--- src/rtl/addsub_serial_pkg.sv ---
// Shared constants, state encoding and slice-count helper for the serial
// nibble-wide add/sub controller.
package addsub_serial_pkg;

    localparam int SLICE_W = 4;

    typedef enum logic [1:0] {
        IDLE = 2'd0,
        RUN  = 2'd1,
        DONE = 2'd2
    } state_e;

    function automatic int slice_count(input int width);
        return width / SLICE_W;
    endfunction

endpackage

--- src/rtl/addsub_serial_ctrl_if.sv ---
// Requester-facing command/result bundle of the serial add/sub controller.
interface addsub_serial_ctrl_if #(
    parameter int WIDTH = 16
);
    logic             start;
    logic             sub;
    logic [WIDTH-1:0] a;
    logic [WIDTH-1:0] b;
    logic             busy;
    logic             done;
    logic [WIDTH-1:0] result;
    logic             cout;
    logic             overflow;
    logic             zero;

    modport master (
        output start, sub, a, b,
        input  busy, done, result, cout, overflow, zero
    );

    modport slave (
        input  start, sub, a, b,
        output busy, done, result, cout, overflow, zero
    );
endinterface

--- src/rtl/addsub4_slice.sv ---
// Combinational 4-bit add/sub slice: s = a + (b ^ {4{sub}}) + cin.
module addsub4_slice (
    input  logic [3:0] a,
    input  logic [3:0] b,
    input  logic       sub,
    input  logic       cin,
    output logic [3:0] s,
    output logic       cout
);
    logic [4:0] sum;

    assign sum  = {1'b0, a} + {1'b0, b ^ {4{sub}}} + {4'b0000, cin};
    assign s    = sum[3:0];
    assign cout = sum[4];
endmodule

--- src/rtl/addsub_serial_ctrl.sv ---
// Serial WIDTH-bit add/sub: one nibble per cycle through a single shared
// slice, LS nibble first, with a registered inter-slice carry.
module addsub_serial_ctrl
    import addsub_serial_pkg::*;
#(
    parameter int WIDTH = 16
) (
    input logic                 clk,
    input logic                 rst_n,
    addsub_serial_ctrl_if.slave bus
);
    localparam int N     = slice_count(WIDTH);
    localparam int IDX_W = (N > 1) ? $clog2(N) : 1;
    localparam logic [IDX_W-1:0] IDX_LAST = IDX_W'(N - 1);

    localparam logic [1:0] S_IDLE = IDLE;
    localparam logic [1:0] S_RUN  = RUN;
    localparam logic [1:0] S_DONE = DONE;

    logic [1:0]       state_reg;
    logic [WIDTH-1:0] a_reg;
    logic [WIDTH-1:0] b_reg;
    logic             sub_reg;
    logic             carry_reg;
    logic [IDX_W-1:0] idx_reg;
    logic [WIDTH-1:0] result_reg;
    logic             busy_reg;
    logic             done_reg;
    logic             cout_reg;
    logic             overflow_reg;
    logic             zero_reg;

    logic [SLICE_W-1:0] slice_s;
    logic               slice_cout;
    logic [WIDTH-1:0]   result_next;
    logic               accept;
    logic               last_slice;
    logic               overflow_next;

    // Requests are only honoured when idle or in the done cycle.
    assign accept     = bus.start && ((state_reg == S_IDLE) || (state_reg == S_DONE));
    assign last_slice = (state_reg == S_RUN) && (idx_reg == IDX_LAST);

    addsub4_slice u_slice (
        .a    (a_reg[int'(idx_reg) * SLICE_W +: SLICE_W]),
        .b    (b_reg[int'(idx_reg) * SLICE_W +: SLICE_W]),
        .sub  (sub_reg),
        .cin  (carry_reg),
        .s    (slice_s),
        .cout (slice_cout)
    );

    always_comb begin
        result_next = result_reg;
        result_next[int'(idx_reg) * SLICE_W +: SLICE_W] = slice_s;
    end

    // Signed overflow: operands (with effective b) agree in sign, result differs.
    assign overflow_next = (a_reg[WIDTH-1] == (b_reg[WIDTH-1] ^ sub_reg)) &&
                           (result_next[WIDTH-1] != a_reg[WIDTH-1]);

    always_ff @(posedge clk or negedge rst_n) begin
        if (!rst_n) begin
            state_reg    <= S_IDLE;
            a_reg        <= '0;
            b_reg        <= '0;
            sub_reg      <= 1'b0;
            carry_reg    <= 1'b0;
            idx_reg      <= '0;
            result_reg   <= '0;
            busy_reg     <= 1'b0;
            done_reg     <= 1'b0;
            cout_reg     <= 1'b0;
            overflow_reg <= 1'b0;
            zero_reg     <= 1'b0;
        end else begin
            done_reg <= 1'b0;
            case (state_reg)
                S_IDLE, S_DONE: begin
                    if (accept) begin
                        a_reg     <= bus.a;
                        b_reg     <= bus.b;
                        sub_reg   <= bus.sub;
                        carry_reg <= bus.sub;
                        idx_reg   <= '0;
                        busy_reg  <= 1'b1;
                        state_reg <= S_RUN;
                    end else begin
                        state_reg <= S_IDLE;
                    end
                end
                S_RUN: begin
                    result_reg <= result_next;
                    carry_reg  <= slice_cout;
                    idx_reg    <= idx_reg + 1'b1;
                    if (last_slice) begin
                        idx_reg      <= '0;
                        busy_reg     <= 1'b0;
                        done_reg     <= 1'b1;
                        cout_reg     <= slice_cout;
                        overflow_reg <= overflow_next;
                        zero_reg     <= ~|result_next;
                        state_reg    <= S_DONE;
                    end
                end
                default: begin
                    busy_reg  <= 1'b0;
                    state_reg <= S_IDLE;
                end
            endcase
        end
    end

    assign bus.busy     = busy_reg;
    assign bus.done     = done_reg;
    assign bus.result   = result_reg;
    assign bus.cout     = cout_reg;
    assign bus.overflow = overflow_reg;
    assign bus.zero     = zero_reg;
endmodule

--- src/flat_wrapper.sv ---
// flat-port wrapper written by rule: the top's interface ports become plain ports
module addsub_serial_ctrl_flat import addsub_serial_pkg::*;
#(
    parameter int WIDTH = 16
)
  (clk, rst_n, bus_start, bus_sub, bus_a, bus_b, bus_busy, bus_done, bus_result, bus_cout, bus_overflow, bus_zero);
  addsub_serial_ctrl_if #(.WIDTH(WIDTH)) bus_i ();
  input logic clk;
  input logic rst_n;
  input wire logic [$bits(bus_i.start)-1:0] bus_start;
  input wire logic [$bits(bus_i.sub)-1:0] bus_sub;
  input wire logic [$bits(bus_i.a)-1:0] bus_a;
  input wire logic [$bits(bus_i.b)-1:0] bus_b;
  output wire logic [$bits(bus_i.busy)-1:0] bus_busy;
  output wire logic [$bits(bus_i.done)-1:0] bus_done;
  output wire logic [$bits(bus_i.result)-1:0] bus_result;
  output wire logic [$bits(bus_i.cout)-1:0] bus_cout;
  output wire logic [$bits(bus_i.overflow)-1:0] bus_overflow;
  output wire logic [$bits(bus_i.zero)-1:0] bus_zero;
  assign bus_i.start = bus_start;
  assign bus_i.sub = bus_sub;
  assign bus_i.a = bus_a;
  assign bus_i.b = bus_b;
  assign bus_busy = bus_i.busy;
  assign bus_done = bus_i.done;
  assign bus_result = bus_i.result;
  assign bus_cout = bus_i.cout;
  assign bus_overflow = bus_i.overflow;
  assign bus_zero = bus_i.zero;
  addsub_serial_ctrl #(.WIDTH(WIDTH)) u_core (.clk(clk), .rst_n(rst_n), .bus(bus_i));
endmodule
--- config.mk ---
export PLATFORM = sky130hd
export DESIGN_NAME = addsub_serial_ctrl_flat
export DESIGN_NICKNAME = d
export VERILOG_FILES = /design/src/rtl/addsub_serial_pkg.sv /design/src/rtl/addsub_serial_ctrl_if.sv /design/src/rtl/addsub4_slice.sv /design/src/rtl/addsub_serial_ctrl.sv /design/src/flat_wrapper.sv
export SDC_FILE = /design/constraint.sdc
export NUM_CORES = 1
export LEC_CHECK = 0
export CORE_ASPECT_RATIO = 1.2
export CORE_MARGIN = 3
export CORE_UTILIZATION = 65
export DETAILED_ROUTE_END_ITERATION = 7
export DONT_BUFFER_PORTS = 1
export GPL_ROUTABILITY_DRIVEN = 0
export HOLD_SLACK_MARGIN = 0.15
export MAX_ROUTING_LAYER = met4
export PLACE_DENSITY = 0.79
export SLEW_MARGIN = 15
export SYNTH_ARGS = -nofsm -noshare
export SYNTH_HDL_FRONTEND = slang
export SYNTH_SLANG_ARGS = --single-unit
--- constraint.sdc ---
create_clock -name clk -period 7.5 [get_ports clk]
set_input_delay 1.5 -clock clk [delete_from_list [all_inputs] [get_ports clk]]
set_output_delay 1.5 -clock clk [all_outputs]
set_load 0.05 [all_outputs]
After elaboration in Yosys (flattened, before gate mapping)
Cells that the tools add are included.

Register bits: 59. Input bits: 36.

Add/subtract/negate cells: 4. Equal/unequal tests: 7. Shifts and indexed selects: 4. Mux-type cells: 14. Bitwise gates (word level): 2. Reduce and logical (&&, ||, !) cells: 13.

Operators by type and width (number): $neg 4->33 (1); $shift 4x33->16 const A (1); $shiftx 4x33->16 (1); $shiftx 16x5->4 (2); $bwmux 16 (1); $reduce_or 16->1 (1); $pmux 2 s2 (2); $reduce_and 2->1 (4); $mux 1 (6); $mux 2 (3); $add 4x4->5 (1); $add 5x1->5 (1); $eq 2x2->1 const B (2); $ne 2x1->1 const B (2); $pmux 1 s2 (2); $xor 4x4->4 (1); $logic_and 1x1->1 (3); $add 2x1->2 const B (1); $eq 2x1->1 const B (1); $logic_not 2->1 (1); $reduce_bool 2->1 (1); $reduce_or 2->1 (1); $eq 1x1->1 (1); $logic_not 1->1 (1); other kinds (3) (3).

Longest topological paths before layout
Word-level depth: 8. Mapped depth: 11. Gate-level depth less buffers: 9.

Cells and area by module
Synthesis repeated with hierarchy kept, for this count alone.

Cell total of the unflattened synthesis: 213. Area total of the unflattened synthesis: 2880.3 um2.

Modules (own cells, without submodules): addsub_serial_ctrl (instances 1, cells an instance 194, area each 2705.1 um2); addsub4_slice (instances 1, cells an instance 19, area each 175.2 um2).

Worst setup path before layout
OpenSTA, ideal clock, no wires.

Path type: reg2reg. From: register u_core.idx_reg[0]. To: register u_core.zero_reg, in the netlist u_core.bus.zero. Library setup time: 122 ps. Arrival time: 3003 ps. Setup slack: 4376 ps. Cell stages (with the launch flop): 11. Buffers on the path: 2. Period minus slack after synthesis: 3124 ps. Path through: dfrtp_1 buf_4 buf_2 mux4_2 xnor2_1 fa_1 fa_1 xor2_1 a21boi_0 o22ai_1 a32o_1.

Word-level cells in the longest chain between the ends: 8. Elaborated cells on any way between the ends: 14.

Ends and longest elaborated chain: from (decl) (RTL line addsub_serial_ctrl.sv:25) `logic [IDX_W-1:0] idx_reg;`; from (signal assigned) (RTL line addsub_serial_ctrl.sv:95) `idx_reg <= idx_reg + 1'b1;`; $shiftx 16x5->4 (RTL line addsub_serial_ctrl.sv:46) `.b (b_reg[int'(idx_reg) * SLICE_W +: SLICE_W]),`; $xor 4x4->4 (RTL line addsub4_slice.sv:12) `assign sum = {1'b0, a} + {1'b0, b ^ {4{sub}}} + {4'b0000, cin};`; $add 4x4->5 (RTL line addsub4_slice.sv:12); $add 5x1->5 (RTL line addsub4_slice.sv:12); $shiftx 4x33->16 (RTL line addsub_serial_ctrl.sv:55) `result_next[int'(idx_reg) * SLICE_W +: SLICE_W] = slice_s;`; $bwmux 16 (RTL line addsub_serial_ctrl.sv:55); $reduce_or 16->1 (RTL line addsub_serial_ctrl.sv:102) `zero_reg <= ~|result_next;`; $logic_not 1->1 (RTL line addsub_serial_ctrl.sv:102); to (signal assigned) (RTL line addsub_serial_ctrl.sv:102); to (decl) (RTL line addsub_serial_ctrl.sv:31) `logic zero_reg;`.

Parallel ways exist; a longest one is shown, timed or not. A chain may end at the register's enable or synchronous reset.

Worst setup path in the final report
Ends and elaborated chain as after synthesis.

==> qor.txt <==
CLOCK TREE
-------------------------------------------------------------------------------------
TritonCTS clock tree                                                             done
Clock-pin transition on the worst setup and hold timing paths                   60 ps
Skew-Pair Late Insertion Delay                                                 340 ps
Total clock buffers created by CTS                                                  9
Clock sink count                                                                   59
Clock tree buffer depth                                                             2
Clock tree root buffer cell                                              sky130_fd_sc_hd__clkbuf_8
Count of instances resized after the clock tree is built                            0
Setup bufs post-CTS                                                                 0
Post-cts hold buffer count                                                          0
H-Tree Depth                                                                        3

GRT
-------------------------------------------------------------------------------------
Via count of the first global-routing pass                                       1945
Gr ovfl total                                                                       0
GR Layer Usage met3                                                             8.30%
Global routing's busiest layer                                                   met2
Wire length of the first global-routing pass                                  9500 um
Global routing usage on met1                                                    27.8%
Antenna violations before repair                                                    0
GRT Util Overall                                                                25.8%
Largest net degree at the start of global routing                                  60
Global-route track usage on met2                                                42.1%

STA
-------------------------------------------------------------------------------------
Accumulated negative setup slack                                                 0 ps
Final Slew Violations                                                               0
Time the worst path needs with I/O delays and setup                           3650 ps
Setup violation total in the final timing report                                    0
Slew Limit Headroom                                                             38.4%
Share of the clock period used by the worst path after layout                   48.7%
Worst-Margin Slew                                                              923 ps
Count of endpoints failing hold in the final timing report                          0
Final worst clock skew                                                        8.11 ps
Maximum clock rate                                                            274 MHz
Unrepaired setup endpoints after global routing                                    no

DIE
-------------------------------------------------------------------------------------
Core ar.                                                                     4070 um2
Rows                                                                               25
Die extent in y                                                               78.5 um
Starting density of the core                                                    70.0%
Number of primary I/O pins                                                         57
Die width                                                                     66.4 um
Area enclosed by the die boundary                                            5210 um2

ROUTING
-------------------------------------------------------------------------------------
Via count                                                                        1844
Iteration-0 DRC Markers                                                           213
Detailed-route wire length                                                    5770 um
Detail Route Antenna Nets                                                           0
Via/cell ratio                                                                   6.34
Routed length per instance                                                    19.8 um
DRC violation count after routing                                                   0
Router iterations before antenna repair                                             4

HOLD PATH
-------------------------------------------------------------------------------------
Hold EP                                                                  u_core.b_reg[13]
Class of the tightest hold or removal check                              register to register
Startpoint of the worst hold path                                        u_core.b_reg[13]
WHS Path Cells                                                                      1

YOSYS
-------------------------------------------------------------------------------------
Post-Synthesis Cells                                                              232
Post-synthesis instance area                                                 2850 um2
Avg Inst Size Synth                                                          12.3 um2
Synthesized flop and latch total                                                   59
Sequential cell area fraction in the yosys report                               51.9%
Post-synthesis net count                                                          278
Synthesis Warnings                                                                  0
Number of different library cells in the post-synthesis netlist                    40
Most common flop cell mapped by yosys                                    sky130_fd_sc_hd__dfrtp_1
FFs w/ async S/R, synth                                                          100%
Number of enable flip-flop cells after synthesis                                    0

SETUP PATH
-------------------------------------------------------------------------------------
Data arrival, critical path                                                   3920 ps
Number of cell instances on the worst register-to-register path                     9
Launch point of the worst reg-to-reg path                                u_core.idx_reg[0]
Number of stages on the worst setup path                                            9
Critical register-to-register path endpoint                              u_core.bus.zero
Setup slack, reg-to-reg                                                       3850 ps
Maximum cell stage delay along the critical path                               880 ps
Combined buffer and inverter count along the critical path                          0
Critical Path Slowest Stage Cell                                         sky130_fd_sc_hd__dfrtp_1
Worst Path Required                                                           7770 ps
Top cell family by delay on the critical path                             adder cells
Type of destination of the critical path                                     register
CP max FO                                                                          18
Critical path type                                                       register to register
Cell breakdown of the critical path                                      mux4_2, xnor2_1, fa_1, fa_1, nand2_1, nand3_1, o21ai_0, nor4_1, a32o_1
Startpoint type of the worst setup path                                      register
Most frequent CP cell                                                    sky130_fd_sc_hd__fa_1

FINISH
-------------------------------------------------------------------------------------
Total area of multi-input combinational cells                                1290 um2
Net count, final                                                                  279
# diodes                                                                            0
Syn-to-layout area delta                                                        7.87%
Total area of sequential cells                                               1480 um2
Fraction of layout cells with a size suffix above 1                             25.7%
Most frequent standard cell in the layout excluding fill and tap cells   sky130_fd_sc_hd__dfrtp_1
Most used cells in the layout excluding fill and tap cells               sky130_fd_sc_hd__dfrtp_1 (59), sky130_fd_sc_hd__mux2_2 (33), sky130_fd_sc_hd__nand2_1 (27)
Number of filler cells placed in the layout                                       288

PLACEMENT
-------------------------------------------------------------------------------------
Half-perimeter wire length after detailed placement                           4160 um
Port Buffer Count                                                                   0

STATUS
-------------------------------------------------------------------------------------
Run status                                                                  completed

JOB
-------------------------------------------------------------------------------------
Count of maximum capacitance violations                                             0

[worst reg2reg max path, cell delays in order, from the launching register on]
cell and delay, ps:
sky130_fd_sc_hd__dfrtp_1 880, sky130_fd_sc_hd__mux4_2 610, sky130_fd_sc_hd__xnor2_1 160, sky130_fd_sc_hd__fa_1 450, sky130_fd_sc_hd__fa_1 630, sky130_fd_sc_hd__nand2_1 80
sky130_fd_sc_hd__nand3_1 90, sky130_fd_sc_hd__o21ai_0 90, sky130_fd_sc_hd__nor4_1 380, sky130_fd_sc_hd__a32o_1 220
[cell families after synthesis]
group                    count (synthesis)  synth area share (%)
AO/OA/AOI/OAI                           38                  8.84
multiplexers                            43                  20.1
adder cells (fa/ha/maj)                 10                  4.92
buffers and inverters                   21                  3.03
XOR/XNOR                                 9                  2.77
flip-flops                              59                  51.9
AND/OR/NAND/NOR                         52                  8.48
[synthesized netlist by cell type (2+ instances only)]
cell,number,share of area [%]
sky130_fd_sc_hd__nor3_1,4,0.70
sky130_fd_sc_hd__xnor2_1,3,0.92
sky130_fd_sc_hd__nor2_1,7,0.92
sky130_fd_sc_hd__inv_1,10,1.3
sky130_fd_sc_hd__nand2_1,27,3.6
sky130_fd_sc_hd__dfrtp_1,59,52
sky130_fd_sc_hd__nor4_1,3,0.66
sky130_fd_sc_hd__ha_1,8,3.5
sky130_fd_sc_hd__mux2i_1,2,0.70
sky130_fd_sc_hd__a32o_1,2,0.70
sky130_fd_sc_hd__fa_1,2,1.4
sky130_fd_sc_hd__a22o_1,2,0.62
sky130_fd_sc_hd__nand2b_1,2,0.44
sky130_fd_sc_hd__mux2_2,33,13
sky130_fd_sc_hd__o31ai_1,7,1.8
sky130_fd_sc_hd__o21ai_0,14,2.5
sky130_fd_sc_hd__xor2_1,6,1.8
sky130_fd_sc_hd__buf_1,3,0.40
sky130_fd_sc_hd__a21oi_1,3,0.53
sky130_fd_sc_hd__nor2b_1,3,0.66
sky130_fd_sc_hd__buf_2,3,0.53
sky130_fd_sc_hd__o22ai_1,2,0.44
sky130_fd_sc_hd__mux4_2,8,6.3
sky130_fd_sc_hd__clkbuf_1,3,0.40
[worst max path at each step]
stage	start	to	slack, ps
after floorplan	u_core.idx_reg[0]	u_core.bus.zero	4380
after global placement	u_core.idx_reg[0]	u_core.bus.zero	4130
after detailed placement	u_core.idx_reg[0]	u_core.bus.zero	3950
after CTS	u_core.idx_reg[0]	u_core.bus.zero	3940
after global routing	u_core.idx_reg[0]	u_core.bus.zero	3690
final	u_core.idx_reg[0]	u_core.bus.zero	3850
[stage by stage]
step | instance area [um2] | hold slack (ps) | util [%] | setup WS (ps) | std cells
floorplan | 2850 | 473 | - | 4380 | 232
global placement | 2880 | 487 | 70.7 | 4130 | 276
detailed placement | 2880 | 495 | 70.7 | 3950 | 276
CTS | 3070 | 509 | 75.5 | 3940 | 291
global route | 3070 | 533 | 75.5 | 3690 | 291
finish | 3070 | 511 | 75.5 | 3850 | 291
[cell type report]
| class | instances | share of cell area, % |
|---|---|---|
| multi-input combinational | 152 | 42.1 |
| clock buffer | 13 | 5.18 |
| clock inverter | 2 | 1.14 |
| sequential | 59 | 48.1 |
| inverter | 11 | 1.34 |
| tap | 54 | 2.20 |
[metal layers]
layer / wire, um / vias up
li1: - / 822
met1: 2120 / 897
met2: 3000 / 98
met3: 445 / 27
met4: 208 / 0
met5: 0 / -
Power is left out: the tool's default activity adds up to more than one toggle a clock period on the data nets, which glitch-free logic cannot reach.
